$ cat src/rtl/wb_port_arbiter.sv
// Two-requester writeback arbiter onto the single regfile write port, oldest-first.
// Latency: accepted at edge N, written in cycle N+1 at the earliest; ready drops while a slot holds an ungranted entry.
module wb_port_arbiter #(
    parameter int ADDR_W = 5,
    parameter int DATA_W = 32
) (
    input  logic              clk,
    input  logic              rst,
    input  logic              alu_valid,
    output logic              alu_ready,
    input  logic [ADDR_W-1:0] alu_addr,
    input  logic [DATA_W-1:0] alu_data,
    input  logic              mem_valid,
    output logic              mem_ready,
    input  logic [ADDR_W-1:0] mem_addr,
    input  logic [DATA_W-1:0] mem_data,
    output logic              we,
    output logic [ADDR_W-1:0] waddr,
    output logic [DATA_W-1:0] wdata,
    input  logic [ADDR_W-1:0] raddr1,
    input  logic [ADDR_W-1:0] raddr2,
    output logic              busy1,
    output logic              busy2
);

    logic              alu_hold_v;
    logic [ADDR_W-1:0] alu_hold_addr;
    logic [DATA_W-1:0] alu_hold_data;
    logic              mem_hold_v;
    logic [ADDR_W-1:0] mem_hold_addr;
    logic [DATA_W-1:0] mem_hold_data;
    logic              mem_older;

    logic alu_granted;
    logic mem_granted;
    logic alu_accept;
    logic mem_accept;
    logic alu_load;
    logic mem_load;

    // mem_older only matters when both slots are held
    assign alu_granted = alu_hold_v & (!mem_hold_v | !mem_older);
    assign mem_granted = mem_hold_v & (!alu_hold_v | mem_older);

    assign alu_ready = rst & (!alu_hold_v | alu_granted);
    assign mem_ready = rst & (!mem_hold_v | mem_granted);

    assign alu_accept = alu_valid & alu_ready;
    assign mem_accept = mem_valid & mem_ready;

    // Writes to x0 complete the handshake but are never held
    assign alu_load = alu_accept & (alu_addr != '0);
    assign mem_load = mem_accept & (mem_addr != '0);

    always_comb begin
        we    = 1'b0;
        waddr = '0;
        wdata = '0;
        if (rst && mem_granted) begin
            we    = 1'b1;
            waddr = mem_hold_addr;
            wdata = mem_hold_data;
        end else if (rst && alu_granted) begin
            we    = 1'b1;
            waddr = alu_hold_addr;
            wdata = alu_hold_data;
        end
    end

    // The entry being written this cycle still counts; the regfile forwards it
    assign busy1 = rst & (raddr1 != '0) &
                   ((alu_hold_v & (alu_hold_addr == raddr1)) |
                    (mem_hold_v & (mem_hold_addr == raddr1)));
    assign busy2 = rst & (raddr2 != '0) &
                   ((alu_hold_v & (alu_hold_addr == raddr2)) |
                    (mem_hold_v & (mem_hold_addr == raddr2)));

    always_ff @(posedge clk) begin
        if (!rst) begin
            alu_hold_v <= 1'b0;
            mem_hold_v <= 1'b0;
            mem_older  <= 1'b0;
        end else begin
            if (alu_accept) begin
                alu_hold_v <= alu_load;
            end else if (alu_granted) begin
                alu_hold_v <= 1'b0;
            end

            if (mem_accept) begin
                mem_hold_v <= mem_load;
            end else if (mem_granted) begin
                mem_hold_v <= 1'b0;
            end

            // A fresh load is younger than whatever remains; same-edge loads make mem older
            if (alu_load) begin
                mem_older <= 1'b1;
            end else if (mem_load) begin
                mem_older <= 1'b0;
            end
        end
    end

    always_ff @(posedge clk) begin
        if (alu_accept) begin
            alu_hold_addr <= alu_addr;
            alu_hold_data <= alu_data;
        end
        if (mem_accept) begin
            mem_hold_addr <= mem_addr;
            mem_hold_data <= mem_data;
        end
    end

endmodule

$ cat config.mk
export PLATFORM = sky130hd
export DESIGN_NAME = wb_port_arbiter
export DESIGN_NICKNAME = d
export VERILOG_FILES = /design/src/rtl/wb_port_arbiter.sv
export SDC_FILE = /design/constraint.sdc
export NUM_CORES = 1
export LEC_CHECK = 0
export ABC_AREA = 1
export CORE_MARGIN = 5
export CORE_UTILIZATION = 30
export DETAILED_ROUTE_END_ITERATION = 10
export HOLD_SLACK_MARGIN = 0.02
export PLACE_DENSITY = 0.64
export SYNTH_ARGS = -nofsm -noshare
export SYNTH_HDL_FRONTEND = slang
export SYNTH_SLANG_ARGS = --single-unit
$ cat constraint.sdc
create_clock -name clk -period 1.9 [get_ports clk]
set_input_delay 0.19 -clock clk [delete_from_list [all_inputs] [get_ports clk]]
set_output_delay 0.19 -clock clk [all_outputs]
set_load 0.03 [all_outputs]
# Word level (Yosys, flattened, before mapping)
# Index checks and enable logic that the tools add are counted.
[totals]
out_inout_bits = 42
ff_bits = 77
input_bits = 88
wordCells = 57
[classes]
eq_ne = 4
n_mux = 12
n_bitwise = 22
reduce_logical = 12
[ops]
columns = ["op", "n"]
rows = [
  ["32-bit 2-to-1 mux", 2],
  ["5-bit equality test", 4],
  ["5-bit nonzero test", 4],
  ["1-bit bitwise AND", 16],
  ["5-bit 2-to-1 mux", 2],
  ["1-bit 2-to-1 mux", 8],
  ["1-bit OR", 6],
  ["2-bit nonzero test", 3],
  ["1-bit zero test", 3],
  ["1-bit logical AND", 2],
]

# Longest topological paths before layout
[depth]
word_depth = 9
ltp_mapped = 6
mapped_depth_nobuf = 6

# Worst setup path after synthesis
# OpenSTA, ideal clock, no wires.
[synth_timing]
path_type = "reg-to-reg"
start = "register mem_hold_v"
end = "register alu_hold_addr[0], enable pin"
period_less_slack_ns = 1.926
setup_time_ns = 0.403
arrival_ns = 1.524
required_ns = 1.497
stages_incl_launch_ff = 4
setup_slack_ns = -0.026
path_buffers = 0
cell_sequence = "dfxtp_1 -> nand2_1 -> o21ai_1 -> nor2_2"
[synth_between]
elab_chain_len = 6
[synth_rtl]
columns = ["item", "line", "source"]
rows = [
  ["start: declaration", "29", "logic mem_hold_v;"],
  ["start signal: assignment", "91", "mem_hold_v <= mem_load;"],
  ["1-bit zero test", "42", "assign alu_granted = alu_hold_v & (!mem_hold_v | !mem_older);"],
  ["1-bit OR", "42", ""],
  ["1-bit bitwise AND", "42", ""],
  ["1-bit OR", "45", "assign alu_ready = rst & (!alu_hold_v | alu_granted);"],
  ["1-bit bitwise AND", "45", ""],
  ["1-bit bitwise AND", "48", "assign alu_accept = alu_valid & alu_ready;"],
  ["net alu_accept", "36", "logic alu_accept;"],
  ["end signal: assignment", "107", "alu_hold_addr <= alu_addr;"],
  ["end: declaration", "27", "logic [ADDR_W-1:0] alu_hold_addr;"],
]
# The timed path passes the listed nets, and every way through them passes these cells.
# A chain may end at the register's enable or synchronous reset.

# Worst setup path after layout
[layout_timing]
start = "input port raddr2[3]"
end = "output port busy2"
[layout_between]
elab_chain_len = 4
word_cells_on_any_way = 8
classes_between = "eq/ne: 2; bitwise: 5; reduce/logical: 1"
[layout_rtl]
columns = ["item", "line", "source"]
rows = [
  ["start: declaration", "21", "input logic [ADDR_W-1:0] raddr2,"],
  ["5-bit equality test, on equally long branches", "75, 76", ""],
  ["1-bit bitwise AND, on equally long branches", "75, 76", ""],
  ["1-bit OR", "75", "((alu_hold_v & (alu_hold_addr == raddr2)) |"],
  ["1-bit bitwise AND *", "74", "assign busy2 = rst & (raddr2 != '0) &"],
  ["end: declaration", "23", "output logic busy2"],
]
# Every way passes the cells marked *; elsewhere a longest branch is shown, timed or not.

==> flow_summary.ini <==
[synth]
synthMuxAreaShare_pct = 0
yosys_register_bits = 77
synth_cells = 313
synth_cell_types = 20
netlist_area_um2 = 3490
syn_area_per_cell_um2 = 11.15
synth-compound-area-share_pct = 13.12
yosys_warnings = 0
synthAdderAreaFrac_pct = 0
synth.net_count = 401
synth-seq-area-share_pct = 65.40
synth_top_family_by_area = compound AO/OA/AOI/OAI gates
synthXorXnorAreaFrac_pct = 0
yosys.area_share.simple_pct = 8.820

[drt]
drtIter0Drc = 130
wire_per_inst_um = 14.68
first_pass_iters = 4
antenna_left = 0
via_count = 2596
viasPerCell = 4.305
drc = 0
wl_um = 8852

[cts]
worst_setup_hold_path_clk_slew_ns = 0.06
root_buffer = clkbuf_16
clockBufferDepth = 2
cts_made_buffers = 9
cts_htree_levels = 3
cts_tree = done
insertion_delay_ns = 0.32
clock-sinks = 77
cts_setup_buffers = 0

[floorplanning]
std_cell_rows = 39
start_util_pct = 30.56
die_h_um = 117.9
io_pins = 130
die_x_um = 117.9
die_area_um2 = 13890
core_area_um2 = 11420

[sta]
max_freq_mhz = 558.9
slew_viol_final = 0
worst_pin_slew_ns = 0.3765
rsz0062_at_grt = false
min_period_ns = 1.789
setup-tns-final_ns = 0
maxSlewHeadroom_pct = 74.73
period_share_pct = 94.17
clock_skew_ns = 0.006467
hold_viol = 0
setup_viol = 0

[worst_hold_path]
hold_depth = 1
holdCritStartpoint = mem_data[18]
hold_class = in2reg
hold-path-endpoint = mem_hold_data[18]

[placement]
place_congestion = 0.8656
dp_cells = 586
port_buffers = 129
dp_hpwl_um = 6728

[worst_setup_path]
worstPathRequired_ns = 1.71
setup.worst_path.start_class = input pin
r2r_cells = 6
r2r-start = mem_older
arrival_ns = 1.60
worstSetupEndpointType = output port
r2r-end = alu_hold_v
worstSetupPathType = in2out
r2r_slack_ns = 0.49
critPathMaxFanout = 4

[pwr]
p_per_area_nw_per_um2 = 784.4
irDropWorstVdd_uv = 466.0
fin_total_pwr_mw = 4.166
cellLeakagePower_nw = 2.295

[finish]
regArea_um2 = 2285
drive_above_1_share_pct = 20.04
area_growth_pct = 52.20
final_common_cell = inv_1
instances_no_fill = 603
multiInputGateArea_um2 = 783.3
fillerInstances = 1094
fin_nets = 542
layout_common_cells = inv_1 (93), clkdlybuf4s50_1 (86), edfxtp_1 (74), nand2_1 (45), buf_4 (37)

[global_routing]
antenna_found_initial = 1
grt_usage_pct = 12.96
grt_overflow = 0
grt_pass1_wl_um = 14260
grt_pass1_vias = 2695
grt_max_degree = 26

[flow_run]
maxCapViolCount = 0

[status]
outcome = finished clean
## critical path, stage by stage
cell and delay [ns]:
clkdlybuf4s50_1 0.55, inv_1 0.10, nand2_1 0.06, nand2_1 0.04
nor2_1 0.12, nand3_1 0.09, a21oi_1 0.27, buf_12 0.16
## routing by layer
layer  share of wire, %  GRT usage, %  vias up  wire, um
li1                   -             -     1310         -
met1                 42         15.15     1196      3689
met2                 50         22.28       82      4449
met3                7.1         4.998        8       630
met4               0.94         3.297        0        83
met5                  0             0        -         0
## layout make-up
class	instances	area share, %
antenna	1	0.04711
clock buffer	12	4.641
clock inverter	4	0.9423
inverter	95	6.714
multi-input combinational	133	14.75
sequential	77	43.02
tap	143	3.369
timing repair buffer	138	26.53
## cell usage after synthesis
master,instances,area [um2]
a21oi_1,5,25.02
buf_2,2,10.01
buf_6,4,45.04
buf_8,2,30.03
dfxtp_1,3,60.06
edfxtp_1,74,2222
inv_1,94,352.8
inv_2,1,3.750
nand2_1,45,168.9
nand3_1,6,30.03
nand3_2,1,10.01
nand4_1,2,12.51
nor2_1,20,75.07
nor2_2,1,6.260
nor3_1,1,5.000
o211ai_2,1,12.51
o21ai_0,13,65.06
o21ai_1,1,5.000
o22ai_1,18,112.6
o22ai_2,19,237.7
## stage by stage
step / setup slack [ns] / instance area [um2] / hold slack (ns) / util [%]
6_report: 0.1108 / 5311 / 0.4178 / 46.52
5_1_grt: 0.007507 / 5309 / 0.4021 / 46.49
4_1_cts: 0.01528 / 5289 / 0.4029 / 46.32
3_5_place_dp: 0.02475 / 4989 / 0.5353 / 43.69
3_3_place_gp: 0.07802 / 4989 / 0.5297 / 43.69
2_1_floorplan: 0.1606 / 3495 / 0.2889 / -
## cell families (layout without fill, tap and decap cells)
group,Yosys count,in the layout
and+or+nand+nor,76,76
other,0,1
buffers and inverters,103,249
AOI/OAI and AO/OA,57,57
DFF,77,77
## state kept, by name, summed over array words and instances (netlist names)
name,flops
alu_hold_addr,5
alu_hold_data,32
mem_hold_data,32
mem_older,1
alu_hold_v,1
mem_hold_v,1
mem_hold_addr,5
## what timing repair did
| action | CTS | global route |
|---|---|---|
| endpoints found under the setup margin | 16 | 37 |
| resized for setup | 1 | 7 |
| hold buffers | 0 | 0 |
## where the power goes
group	switching (mW)	total, mW	internal (mW)	leakage, nW
registers	0.0262	1.97	1.95	0.720
logic	0.241	0.514	0.273	1.44
clock network	0.629	1.68	1.05	0.139
total	0.896	4.17	3.27	2.30
## worst max-delay path by stage
stage,start,endpoint,slack (ns),cells past startpoint
6_report,raddr2[3],busy2,0.11,8
5_1_grt,mem_older,wdata[5],0.008,5
4_1_cts,rst,wdata[10],0.02,5
3_5_place_dp,rst,wdata[10],0.02,5
3_3_place_gp,rst,wdata[10],0.08,5
2_1_floorplan,mem_older,mem_hold_v,0.16,6
Power figures use the tool's default switching activity.
